[src/rtl/clock_rand_scan_master_if.sv]
// Handshake and serial-chain bundle for clock_rand_scan_master.
// master modport: the scan master (drives o_*, samples i_*).
// slave modport : requester / readback consumer / chain side (drives i_*).
// Signals:
//   i_wr_valid/o_wr_ready/i_wr_data     - scan request handshake and word
//   i_abort                             - synchronous abort
//   o_ser_valid/o_ser_data/i_ser_ret    - serial chain shift enable, out and return bit
//   o_rd_valid/i_rd_ready/o_rd_data     - readback handshake and captured word
//   o_rd_parity                         - even parity of o_rd_data
//   o_busy                              - block not idle
interface clock_rand_scan_master_if #(
    parameter int unsigned CHAIN_LEN = 8
) ();
    logic                 i_wr_valid;
    logic                 o_wr_ready;
    logic [CHAIN_LEN-1:0] i_wr_data;
    logic                 i_abort;
    logic                 o_ser_valid;
    logic                 o_ser_data;
    logic                 i_ser_ret;
    logic                 o_rd_valid;
    logic                 i_rd_ready;
    logic [CHAIN_LEN-1:0] o_rd_data;
    logic                 o_rd_parity;
    logic                 o_busy;

    modport master (
        input  i_wr_valid, i_wr_data, i_abort, i_ser_ret, i_rd_ready,
        output o_wr_ready, o_ser_valid, o_ser_data, o_rd_valid, o_rd_data,
               o_rd_parity, o_busy
    );

    modport slave (
        output i_wr_valid, i_wr_data, i_abort, i_ser_ret, i_rd_ready,
        input  o_wr_ready, o_ser_valid, o_ser_data, o_rd_valid, o_rd_data,
               o_rd_parity, o_busy
    );
endinterface

[src/rtl/clock_rand_scan_master.sv]
// Scan chain master: accepts a CHAIN_LEN-bit word, shifts it LSB first into
// an external chain while capturing the chain's prior contents from its
// return bit, then presents the captured word on a ready/valid readback port.
// Ports:
//   clk    - clock, rising edge
//   rst_n  - asynchronous active-low reset
//   bus    - clock_rand_scan_master_if.master (request, serial chain, readback)
// Optional feature: define SCAN_READBACK_PARITY_EN to generate o_rd_parity
// (XOR of the captured word); otherwise o_rd_parity is tied to 0.
module clock_rand_scan_master #(
    parameter int unsigned CHAIN_LEN = 8
) (
    input  logic                       clk,
    input  logic                       rst_n,
    clock_rand_scan_master_if.master   bus
);
    localparam int unsigned CNT_W = $clog2(CHAIN_LEN + 1);

    typedef enum logic [1:0] {
        ST_IDLE  = 2'd0,
        ST_SHIFT = 2'd1,
        ST_DONE  = 2'd2
    } state_e;

    state_e               state_q, state_d;
    logic [CHAIN_LEN-1:0] shreg_q, shreg_d;
    logic [CHAIN_LEN-1:0] cap_q, cap_d;
    logic [CHAIN_LEN-1:0] rd_data_q, rd_data_d;
    logic [CNT_W-1:0]     cnt_q, cnt_d;
    logic                 ser_valid_q, ser_valid_d;
    logic                 rd_valid_q, rd_valid_d;
    logic                 wr_ready_q;
    logic                 busy_q;

    // State register
    always_ff @(posedge clk or negedge rst_n) begin
        if (!rst_n) begin
            state_q <= ST_IDLE;
        end else begin
            state_q <= state_d;
        end
    end

    // Next-state and datapath next values
    always_comb begin
        state_d     = state_q;
        shreg_d     = shreg_q;
        cap_d       = cap_q;
        cnt_d       = cnt_q;
        rd_data_d   = rd_data_q;
        ser_valid_d = ser_valid_q;
        rd_valid_d  = rd_valid_q;

        case (state_q)
            ST_IDLE: begin
                // Abort is deliberately ignored here so a simultaneous request wins
                if (bus.i_wr_valid) begin
                    state_d     = ST_SHIFT;
                    shreg_d     = bus.i_wr_data;
                    cap_d       = '0;
                    cnt_d       = '0;
                    ser_valid_d = 1'b1;
                end
            end

            ST_SHIFT: begin
                if (bus.i_abort) begin
                    state_d     = ST_IDLE;
                    ser_valid_d = 1'b0;
                    shreg_d     = '0;
                    cap_d       = '0;
                    cnt_d       = '0;
                end else begin
                    // Return bit enters MSB-side; first sample ends up at bit 0
                    cap_d   = {bus.i_ser_ret, cap_q[CHAIN_LEN-1:1]};
                    shreg_d = {1'b0, shreg_q[CHAIN_LEN-1:1]};
                    if (cnt_q == CNT_W'(CHAIN_LEN - 1)) begin
                        state_d     = ST_DONE;
                        ser_valid_d = 1'b0;
                        rd_valid_d  = 1'b1;
                        rd_data_d   = cap_d;
                        cnt_d       = CNT_W'(CHAIN_LEN);
                    end else begin
                        cnt_d = cnt_q + CNT_W'(1);
                    end
                end
            end

            ST_DONE: begin
                if (bus.i_abort) begin
                    state_d    = ST_IDLE;
                    rd_valid_d = 1'b0;
                    cap_d      = '0;
                end else if (bus.i_rd_ready) begin
                    state_d    = ST_IDLE;
                    rd_valid_d = 1'b0;
                end
            end

            default: begin
                state_d     = ST_IDLE;
                ser_valid_d = 1'b0;
                rd_valid_d  = 1'b0;
            end
        endcase
    end

    // Datapath and registered status outputs
    always_ff @(posedge clk or negedge rst_n) begin
        if (!rst_n) begin
            shreg_q     <= '0;
            cap_q       <= '0;
            rd_data_q   <= '0;
            cnt_q       <= '0;
            ser_valid_q <= 1'b0;
            rd_valid_q  <= 1'b0;
            wr_ready_q  <= 1'b1;
            busy_q      <= 1'b0;
        end else begin
            shreg_q     <= shreg_d;
            cap_q       <= cap_d;
            rd_data_q   <= rd_data_d;
            cnt_q       <= cnt_d;
            ser_valid_q <= ser_valid_d;
            rd_valid_q  <= rd_valid_d;
            wr_ready_q  <= (state_d == ST_IDLE);
            busy_q      <= (state_d != ST_IDLE);
        end
    end

    assign bus.o_wr_ready  = wr_ready_q;
    assign bus.o_busy      = busy_q;
    assign bus.o_ser_valid = ser_valid_q;
    // Shift register bit 0 is itself a flop, so serial data is registered
    assign bus.o_ser_data  = shreg_q[0];
    assign bus.o_rd_valid  = rd_valid_q;
    assign bus.o_rd_data   = rd_data_q;

`ifdef SCAN_READBACK_PARITY_EN
    logic parity_q;

    // Parity updates together with o_rd_data on DONE entry
    always_ff @(posedge clk or negedge rst_n) begin
        if (!rst_n) begin
            parity_q <= 1'b0;
        end else if ((state_q == ST_SHIFT) && (state_d == ST_DONE)) begin
            parity_q <= ^rd_data_d;
        end
    end

    assign bus.o_rd_parity = parity_q;
`else
    assign bus.o_rd_parity = 1'b0;
`endif

endmodule

[src/flat_wrapper.sv]
// flat-port wrapper written by rule: the top's interface ports become plain ports
module clock_rand_scan_master_flat 
#(
    parameter int unsigned CHAIN_LEN = 8
)
  (clk, rst_n, bus_i_wr_valid, bus_i_wr_data, bus_i_abort, bus_i_ser_ret, bus_i_rd_ready, bus_o_wr_ready, bus_o_ser_valid, bus_o_ser_data, bus_o_rd_valid, bus_o_rd_data, bus_o_rd_parity, bus_o_busy);
  clock_rand_scan_master_if #(.CHAIN_LEN(CHAIN_LEN)) bus_i ();
  input  logic clk;
  input  logic rst_n;
  input wire logic [$bits(bus_i.i_wr_valid)-1:0] bus_i_wr_valid;
  input wire logic [$bits(bus_i.i_wr_data)-1:0] bus_i_wr_data;
  input wire logic [$bits(bus_i.i_abort)-1:0] bus_i_abort;
  input wire logic [$bits(bus_i.i_ser_ret)-1:0] bus_i_ser_ret;
  input wire logic [$bits(bus_i.i_rd_ready)-1:0] bus_i_rd_ready;
  output wire logic [$bits(bus_i.o_wr_ready)-1:0] bus_o_wr_ready;
  output wire logic [$bits(bus_i.o_ser_valid)-1:0] bus_o_ser_valid;
  output wire logic [$bits(bus_i.o_ser_data)-1:0] bus_o_ser_data;
  output wire logic [$bits(bus_i.o_rd_valid)-1:0] bus_o_rd_valid;
  output wire logic [$bits(bus_i.o_rd_data)-1:0] bus_o_rd_data;
  output wire logic [$bits(bus_i.o_rd_parity)-1:0] bus_o_rd_parity;
  output wire logic [$bits(bus_i.o_busy)-1:0] bus_o_busy;
  assign bus_i.i_wr_valid = bus_i_wr_valid;
  assign bus_i.i_wr_data = bus_i_wr_data;
  assign bus_i.i_abort = bus_i_abort;
  assign bus_i.i_ser_ret = bus_i_ser_ret;
  assign bus_i.i_rd_ready = bus_i_rd_ready;
  assign bus_o_wr_ready = bus_i.o_wr_ready;
  assign bus_o_ser_valid = bus_i.o_ser_valid;
  assign bus_o_ser_data = bus_i.o_ser_data;
  assign bus_o_rd_valid = bus_i.o_rd_valid;
  assign bus_o_rd_data = bus_i.o_rd_data;
  assign bus_o_rd_parity = bus_i.o_rd_parity;
  assign bus_o_busy = bus_i.o_busy;
  clock_rand_scan_master #(.CHAIN_LEN(CHAIN_LEN)) u_core (.clk(clk), .rst_n(rst_n), .bus(bus_i));
endmodule
[config.mk]
export PLATFORM = sky130hd
export DESIGN_NAME = clock_rand_scan_master_flat
export DESIGN_NICKNAME = d
export VERILOG_FILES = /design/src/rtl/clock_rand_scan_master_if.sv /design/src/rtl/clock_rand_scan_master.sv /design/src/flat_wrapper.sv
export SDC_FILE = /design/constraint.sdc
export NUM_CORES = 1
export LEC_CHECK = 0
export ABC_AREA = 1
export CORE_UTILIZATION = 55
export DETAILED_ROUTE_END_ITERATION = 8
export DONT_BUFFER_PORTS = 1
export PLACE_DENSITY_LB_ADDON = 0.25
export SYNTH_ARGS = -nofsm -noshare
export SYNTH_HDL_FRONTEND = slang
export SYNTH_SLANG_ARGS = --single-unit
[constraint.sdc]
create_clock -name clk -period 1.35 [get_ports clk]
set_input_delay 0.135 -clock clk [delete_from_list [all_inputs] [get_ports clk]]
set_output_delay 0.135 -clock clk [all_outputs]
set_load 0.02 [all_outputs]
==> impl_metrics.toml, run 1 <==
[run_status]
status = "finished clean"

[floorplan]
initial_core_util_pct = 58.1
core_um2 = 2480
die-area_um2 = 2830
std_cell_rows = 18
die_y_um = 53.2
die_w_um = 53.2
io-pin-count = 28

[critical_path]
path_cells = "ha_2 -> nand2_1 -> nor2_4 -> nand2_4 -> buf_12 -> nand2_1 -> o21ai_2"
critPathKind = "register to register"
required_ps = 1590
crit_buf_inv = 1
end_kind = "register"
cp-start-kind = "register"
worst-path-max-fanout = 15
reg2reg_slack_ps = 5
max_stage_delay_ps = 400
worst_path_max_delay_cell = "dfrtp_1"
critPathMostFrequentCell = "nand2_1"
critPathArrivalTime_ps = 1580
cpLargestDelayFamily = "simple AND/OR/NAND/NOR gates"

[logic_synthesis]
ys_seq_area_share_pct = 57.4
synth_seq_cells = 33
synth_warnings = 0
syn_nets = 170
syn_inst = 155
synth_area_um2 = 1440
synth_cell_type_count = 23
avgSynthCellArea_um2 = 9.29

[grt]
grt_first_pass_wirelength_um = 4610
first_global_vias = 1074
antenna_found_initial = 0
grt_max_degree = 34
grt.total_usage_pct = 24.1
gr-total-overflow = 0

[placement]
gp_congestion = 0.817
place_ws_ps = 40.2
port_buffers = 0
dpl.cell_count = 188
placed_cell_area_um2 = 1510
hpwl_um = 1870

[power]
ir_worst_vdd_mv = 1.04
cellLeakagePower_nw = 0.867
power.density_nw_per_um2 = 1140

[clock_network]
cts_made_buffers = 5
tritoncts = "built"
root_buffer = "clkbuf_4"
cts_buffer_depth = 2
path_clk_slew_ps = 100
clock_latency_ps = 340
cts_sinks = 33
cts_max_level = 2

[sta]
fin_ws_ps = 5.18
fin_worst_skew_ps = 8.80
hold_viol_final = 0
final_max_slew_viol_count = 0
fin_hold_ws_ps = 24.0
setup_viol = 0
finalCritPeriodShare_pct = 99.6
fin_crit_ps = 1340
fmax_ghz = 0.744

[finish]
nets = 201
area.growth.synth_to_final_pct = 23.5
fillers = 190
drive_above_1_share_pct = 21.9
layout.cells.non_filler = 217
n_antenna_cell = 0
layout.area.seq_um2 = 827
multiInputGateArea_um2 = 537
final_cell_area_um2 = 1780

[min_path]
hp-class = "primary input to register"

[route]
postRouteWirelength_um = 3090
first_iter_violations = 33
via_count = 1182
ant_nets = 0
viasPerCell = 5.45
dr.pass1.iters = 4
wl_per_cell_um = 14.2
drc = 0

[run]
cap_violations = 0
repair_timing:
item / CTS / global route
hold buffers: 13 / 0
hold endpoints to repair: 47 / 0
setup endpoints to repair: 0 / 15
buffers inserted: 0 / 8
gates resized for setup: 0 / 6
stage by stage:
| step | power (mW) | setup TNS, ps | util (%) |
|---|---|---|---|
| final | 2.03 | 0 | 71.8 |
| after global routing | 2.15 | -424 | 71.8 |
| after CTS | 1.98 | 0 | 68.6 |
| after detailed placement | 1.39 | 0 | 60.9 |
| after global placement | 1.38 | 0 | 60.9 |
| after floorplan | 1.33 | 0 | - |
power by group:
part | total (mW) | internal [mW] | switching, mW
sequential | 1.16 | 1.07 | 0.0848
combinational | 0.343 | 0.154 | 0.189
clock | 0.532 | 0.198 | 0.334
cells in the final DEF (no fill, tap or decap), types with 2 or more instances in the layout:
master / netlist / layout
inv_1: 15 / 15
a21oi_1: 16 / 15
dlygate4sd3_1: 0 / 12
nand2_4: 2 / 2
clkinv_2: 0 / 2
clkbuf_4: 0 / 5
dfrtp_1: 32 / 32
o21ai_0: 11 / 11
nand2_1: 37 / 35
nor2_1: 14 / 13
o21ai_2: 7 / 7
buf_12: 0 / 2
buf_4: 1 / 14
nand2_2: 0 / 2
nand3_1: 6 / 6
routing by layer:
metal / vias to the layer above / global-route usage (%) / wire length (um)
li1: 561 / - / -
met2: 42 / 35.9 / 1510
met5: - / 0 / 0
met3: 13 / 8.33 / 178
met4: 0 / 16.7 / 104
met1: 566 / 29.1 / 1300
sequential cells by signal (all words and copies together), names as in the netlist:
name,count
u_core.state_q,2
u_core.bus.o_rd_data,8
u_core.bus.o_rd_valid,1
u_core.bus.o_ser_valid,1
u_core.bus.o_wr_ready,1
u_core.bus.o_busy,1
u_core.cap_q,7
u_core.cnt_q,4
u_core.shreg_q,8
layout make-up:
type	count	share of cell area (%)
flip-flops and latches	33	46.5
clock inverters	2	0.563
well taps	30	2.11
multi-input cells	102	30.2
clock buffers	6	2.32
repair buffers	28	14.9
inverters	16	3.38
synth_stat cells (all sizes together):
| cell type | number | area share, % |
|---|---|---|
| o21ai | 19 | 8.4 |
| conb | 1 | 0.26 |
| buf | 4 | 2.4 |
| a31oi | 1 | 0.43 |
| a22o | 1 | 0.61 |
| nor2 | 16 | 5.5 |
| nand3 | 6 | 2.1 |
| ha | 1 | 0.87 |
| dfrtp | 32 | 56 |
| inv | 16 | 4.2 |
| xnor2 | 1 | 0.61 |
| a21oi | 16 | 5.6 |
| dfstp | 1 | 1.8 |
| nand4 | 1 | 0.43 |
| nand2 | 39 | 11 |
logic make-up (layout without fill, tap and decap cells):
| group | after synthesis | in the layout | share of synthesized area (%) |
|---|---|---|---|
| and+or+nand+nor | 62 | 62 | 19.2 |
| AOI/OAI and AO/OA | 37 | 37 | 15.0 |
| DFF | 33 | 33 | 57.4 |
| buffers and inverters | 20 | 52 | 6.60 |
| adders and majority gates | 1 | 1 | 0.869 |
| other | 1 | 1 | 0.260 |
| xor gates and xnor gates | 1 | 1 | 0.608 |
path summary, 6_finish.rpt:
check | startpoint | cells after the start | to
max | u_core.cnt_q[1] | 7 | u_core.bus.o_rd_data[7]
min | bus_i_wr_data[0] | 2 | u_core.shreg_q[0]
max reg2reg | u_core.cnt_q[1] | 7 | u_core.bus.o_rd_data[7]
max in group asynchronous | rst_n | 2 | u_core.bus.o_wr_ready
min in group asynchronous | rst_n | 2 | u_core.cap_q[2]
min reg2reg | u_core.shreg_q[7] | 2 | u_core.shreg_q[7]
No activity file was read; power rests on OpenSTA's default activity.
==> run 2, diff against run 1 <==
ABC_AREA = not set   (was 1)
==> impl_metrics.toml, run 2 <==
[grt]
grt.total_usage_pct = 22.8
grt_max_degree = 34
first_global_vias = 998
grt_first_pass_wirelength_um = 4580
antenna_found_initial = 0
gr-total-overflow = 0

[route]
postRouteWirelength_um = 2860
first_iter_violations = 13
viasPerCell = 5.76
dr.pass1.iters = 4
via_count = 1019
drc = 0
ant_nets = 0
wl_per_cell_um = 16.1

[power]
cellLeakagePower_nw = 0.823
power.density_nw_per_um2 = 1280
ir_worst_vdd_mv = 1.01

[logic_synthesis]
synth-edff-count = 0
synth_area_um2 = 1480
synth_seq_cells = 33
yosys-top-cells-area = "dfrtp_1 54%, mux2_2 6.8%, and4bb_2 5.1%"
synth_cell_type_count = 32
ys_top_cells_by_count = "32 x dfrtp_1, 11 x a21oi_1, 10 x o21ai_0"
yosys.area.top_type = "dfrtp_1"
synth_warnings = 0
ys_seq_area_share_pct = 55.9
synth_top_area_share_pct = 54.1
syn_nets = 144
async_flop_share_pct = 100
avgSynthCellArea_um2 = 11.5
syn_inst = 129
synth_most_common_cell = "dfrtp_1"
synth_flop_cell = "dfrtp_1"

[sta]
rsz0062_at_grt = "true"
fin_hold_ws_ps = -2.83
fin_crit_ps = 1440
fin_ws_ps = -89.1
final_max_slew_viol_count = 0
tns_ps = -504
hold_viol_final = 1
setup_viol = 8
fmax_ghz = 0.695
fin_worst_skew_ps = 5.52
finalCritPeriodShare_pct = 107

[finish]
final_cell_area_um2 = 1780
layout_common_cells = "32 x dfrtp_1, 12 x buf_4, 11 x a21oi_1"
final_common_cell = "dfrtp_1"
n_antenna_cell = 0
drive_above_1_share_pct = 29.3
layout.cells.non_filler = 177
nets = 161
area.growth.synth_to_final_pct = 19.9
fillers = 174

[floorplan]
initial_core_util_pct = 59.2
std_cell_rows = 18
die_w_um = 53.9
io-pin-count = 28
core_um2 = 2500
die_y_um = 53.9
die-area_um2 = 2900

[run]
cap_violations = 0

[clock_network]
root_buffer = "clkbuf_4"
tritoncts = "built"
cts_max_level = 2
clock_latency_ps = 330
cts_sinks = 33
cts_made_buffers = 5
path_clk_slew_ps = 100
cts_buffer_depth = 2

[placement]
dpl.cell_count = 160
port_buffers = 0
hpwl_um = 1890
gp_congestion = 0.746
placed_cell_area_um2 = 1580

[critical_path]
end_kind = "register"
critPathKind = "register to register"
crit_start = "u_core.cnt_q[1]"
required_ps = 1570
cp-start-kind = "register"
critPathArrivalTime_ps = 1660
worstReg2RegStart = "u_core.cnt_q[1]"
worst-path-max-fanout = 5

[min_path]
hp-class = "primary input to register"
min-delay-start = "bus_i_wr_data[4]"

[run_status]
violations = "hold timing, setup timing"
status = "finished with violations"
==> run 2: changes by cell type after synthesis, moves of 7 or more <==
cell,previous run,this run
mux2_2,0,9
nand2_1,37,9
nor2_1,14,5
a22o_1,1,8
inv_1,15,4
o21ai_2,7,0
==> run 2: cell type report <==
| cell class | instances | area, um2 | share of cell area (%) |
|---|---|---|---|
| clock buffer | 7 | 55.1 | 3.10 |
| clock inverter | 1 | 30.0 | 1.69 |
| timing repair buffer | 19 | 173 | 9.73 |
| tap | 30 | 37.5 | 2.11 |
| inverter | 4 | 15.0 | 0.846 |
| multi-input combinational | 83 | 638 | 35.9 |
| sequential | 33 | 827 | 46.6 |
==> run 2: cell families (layout without fill, tap and decap cells) <==
group / after synthesis / count (layout) / share of synthesized area, %
other: 1 / 1 / 0.253
adders and majority gates: 1 / 1 / 0.845
DFF: 33 / 33 / 55.9
and+or+nand+nor: 33 / 34 / 15.2
buffers and inverters: 14 / 31 / 4.73
muxes: 9 / 9 / 6.85
AOI/OAI and AO/OA: 38 / 38 / 16.2
==> run 2: routing by layer <==
metal,vias up,track usage (%),wire [um]
li1,492,-,-
met1,497,29.4,1280
met2,28,34.8,1400
met3,2,8.76,154
met4,0,7.89,23
met5,-,0,0
==> run 2: what timing repair did <==
item / in CTS / in global routing
gates resized for setup: 4 / 3
buffers inserted: 3 / 0
gates cloned: 1 / 0
hold buffers: 5 / 0
hold endpoints to repair: 37 / 0
endpoints found under the setup margin: 17 / 19
pin swaps: 1 / 3
==> run 2: worst max-delay path, cell delays in order, from the launching register on <==
cell,delay [ps]
dfrtp_1,360
ha_2,180
nand3b_1,130
and2b_4,340
mux2_4,320
==> run 2: power by group <==
group | leakage [nW] | total, mW | switching (mW) | internal (mW)
combinational | 0.340 | 0.341 | 0.179 | 0.162
sequential | 0.438 | 1.17 | 0.0870 | 1.08
clock | 0.0455 | 0.765 | 0.323 | 0.442
==> run 2: path summary, 6_finish.rpt <==
check | endpoint | slack [ps] | cells past startpoint
hold reg to reg | u_core.shreg_q[1] | 480 | 2
setup / recovery | u_core.bus.o_rd_data[4] | -90 | 4
min in group asynchronous | u_core.shreg_q[5] | 230 | 2
setup reg to reg | u_core.bus.o_rd_data[4] | -90 | 4
max in group asynchronous | u_core.bus.o_wr_ready | 880 | 2
hold / removal | u_core.shreg_q[4] | -3 | 2
==> run 2: metrics by stage <==
| stage | total power, mW | utilization [%] | setup slack [ps] | hold slack [ps] |
|---|---|---|---|---|
| after floorplan | 1.39 | - | -115 | -161 |
| after global placement | 1.46 | 63.1 | -213 | -160 |
| after detailed placement | 1.49 | 63.1 | -279 | -160 |
| after CTS | 2.28 | 70.4 | -86.6 | 7.17 |
| after global routing | 2.38 | 71.0 | -141 | 1.84 |
| final | 2.28 | 71.0 | -89.1 | -2.83 |
==> run 3, diff against run 2 <==
CELL_PAD_IN_SITES_DETAIL_PLACEMENT = 1   (was not set)
CELL_PAD_IN_SITES_GLOBAL_PLACEMENT = 1   (was not set)
CORE_UTILIZATION = 43   (was 55)
==> impl_metrics.toml, run 3 (synthesis results as in run 2) <==
[run_status]
status = "finished with violations"
violations = "setup timing"

[route]
via_count = 1076
viasPerCell = 5.55
drc = 0
wl_per_cell_um = 19.0
ant_nets = 0
postRouteWirelength_um = 3700
first_iter_violations = 83
dr.pass1.iters = 4

[placement]
place_ws_ps = -287
hpwl_um = 2270
gp_congestion = 0.754
port_buffers = 0

[clock_network]
path_clk_slew_ps = 100
cts_sinks = 33
clock_latency_ps = 320
cts_buffer_depth = 2
cts_max_level = 2
tritoncts = "built"
cts_made_buffers = 5
root_buffer = "clkbuf_4"

[floorplan]
std_cell_rows = 20
die_w_um = 60.7
core_um2 = 3150
die_y_um = 60.7
initial_core_util_pct = 46.9
die-area_um2 = 3680
io-pin-count = 28

[finish]
layout.area.seq_um2 = 827
fin_util_pct = 58.4
nets = 164
n_antenna_cell = 0
area.growth.synth_to_final_pct = 24.4
multiInputGateArea_um2 = 647
fillers = 351
drive_above_1_share_pct = 32.7
final_common_cell = "dfrtp_1"
layout_common_cells = "32 x dfrtp_1, 11 x a21oi_1, 11 x buf_4"

[sta]
final_max_slew_viol_count = 0
tns_ps = -659
setup_viol = 8
hold_viol_final = 0
finalCritPeriodShare_pct = 107
fin_worst_skew_ps = 5.36
fmax_ghz = 0.690
rsz0062_at_grt = "true"
fin_ws_ps = -99.9
fin_crit_ps = 1450

[critical_path]
cp-start-kind = "register"
end_kind = "register"
required_ps = 1560
worst-path-max-fanout = 5
reg2reg_slack_ps = -100
critPathArrivalTime_ps = 1660
critPathKind = "register to register"

[grt]
antenna_found_initial = 0
first_global_vias = 1180
gr-total-overflow = 0
grt_first_pass_wirelength_um = 5840
grt_max_degree = 34
grt.total_usage_pct = 22.5

[min_path]
hp-class = "primary input to register"

[power]
cellLeakagePower_nw = 0.844
power.density_nw_per_um2 = 1260
ir_worst_vdd_mv = 0.731

[run]
cap_violations = 0
## run 3: worst max-delay path, stage by stage, from the launching register on
cell and delay [ps]:
dfrtp_1 370, ha_2 190, nand3b_1 120, and2b_4 340, mux2_4 320
## run 3: area by class of cell
class / count / area share (%)
clock buffers: 7 / 2.99
clock inverters: 1 / 1.63
inverters: 4 / 0.815
multi-input cells: 83 / 35.1
flip-flops and latches: 33 / 44.9
well taps: 44 / 2.99
repair buffers: 22 / 11.5
## run 3: worst paths after layout
check,start,end,cells after the start
min reg2reg,u_core.shreg_q[1],u_core.shreg_q[1],2
min in group asynchronous,rst_n,u_core.shreg_q[4],2
max in group asynchronous,rst_n,u_core.bus.o_wr_ready,2
max,u_core.cnt_q[1],u_core.bus.o_rd_data[4],4
max reg2reg,u_core.cnt_q[1],u_core.bus.o_rd_data[4],4
min,bus_i_wr_data[6],u_core.shreg_q[6],2
## run 3: timing repair
item                                    in CTS  in global routing
endpoints found under the setup margin      20                 25
endpoints found under the hold margin       37                  0
gates cloned                                 1                  2
hold buffers                                 5                  0
gates resized for setup                      4                 12
setup buffers                                4                  1
pin swaps                                    1                  0
## run 3: power breakdown
| part | switching, mW | internal, mW | total (mW) | leakage, nW |
|---|---|---|---|---|
| Clock | 0.318 | 0.442 | 0.760 | 0.0455 |
| Combinational | 0.202 | 0.180 | 0.381 | 0.361 |
| Sequential | 0.0909 | 1.08 | 1.18 | 0.438 |
| Total | 0.611 | 1.71 | 2.32 | 0.844 |
## run 3: through the flow
step           cells  area, um2  total power [mW]  hold slack [ps]
2_1_floorplan    129       1510              1.39             -161
3_3_place_gp     174       1600              1.47             -160
3_5_place_dp     174       1600              1.50             -160
4_1_cts          192       1800              2.31             3.88
5_1_grt          194       1840              2.43             10.3
6_report         194       1840              2.32             1.26
## run 3: per-layer routing
| layer | wire length (um) | track usage [%] | vias to the layer above |
|---|---|---|---|
| li1 | - | - | 497 |
| met1 | 1510 | 26.1 | 550 |
| met2 | 1950 | 39.1 | 23 |
| met3 | 170 | 6.61 | 6 |
| met4 | 60 | 8.77 | 0 |
| met5 | 0 | 0 | - |
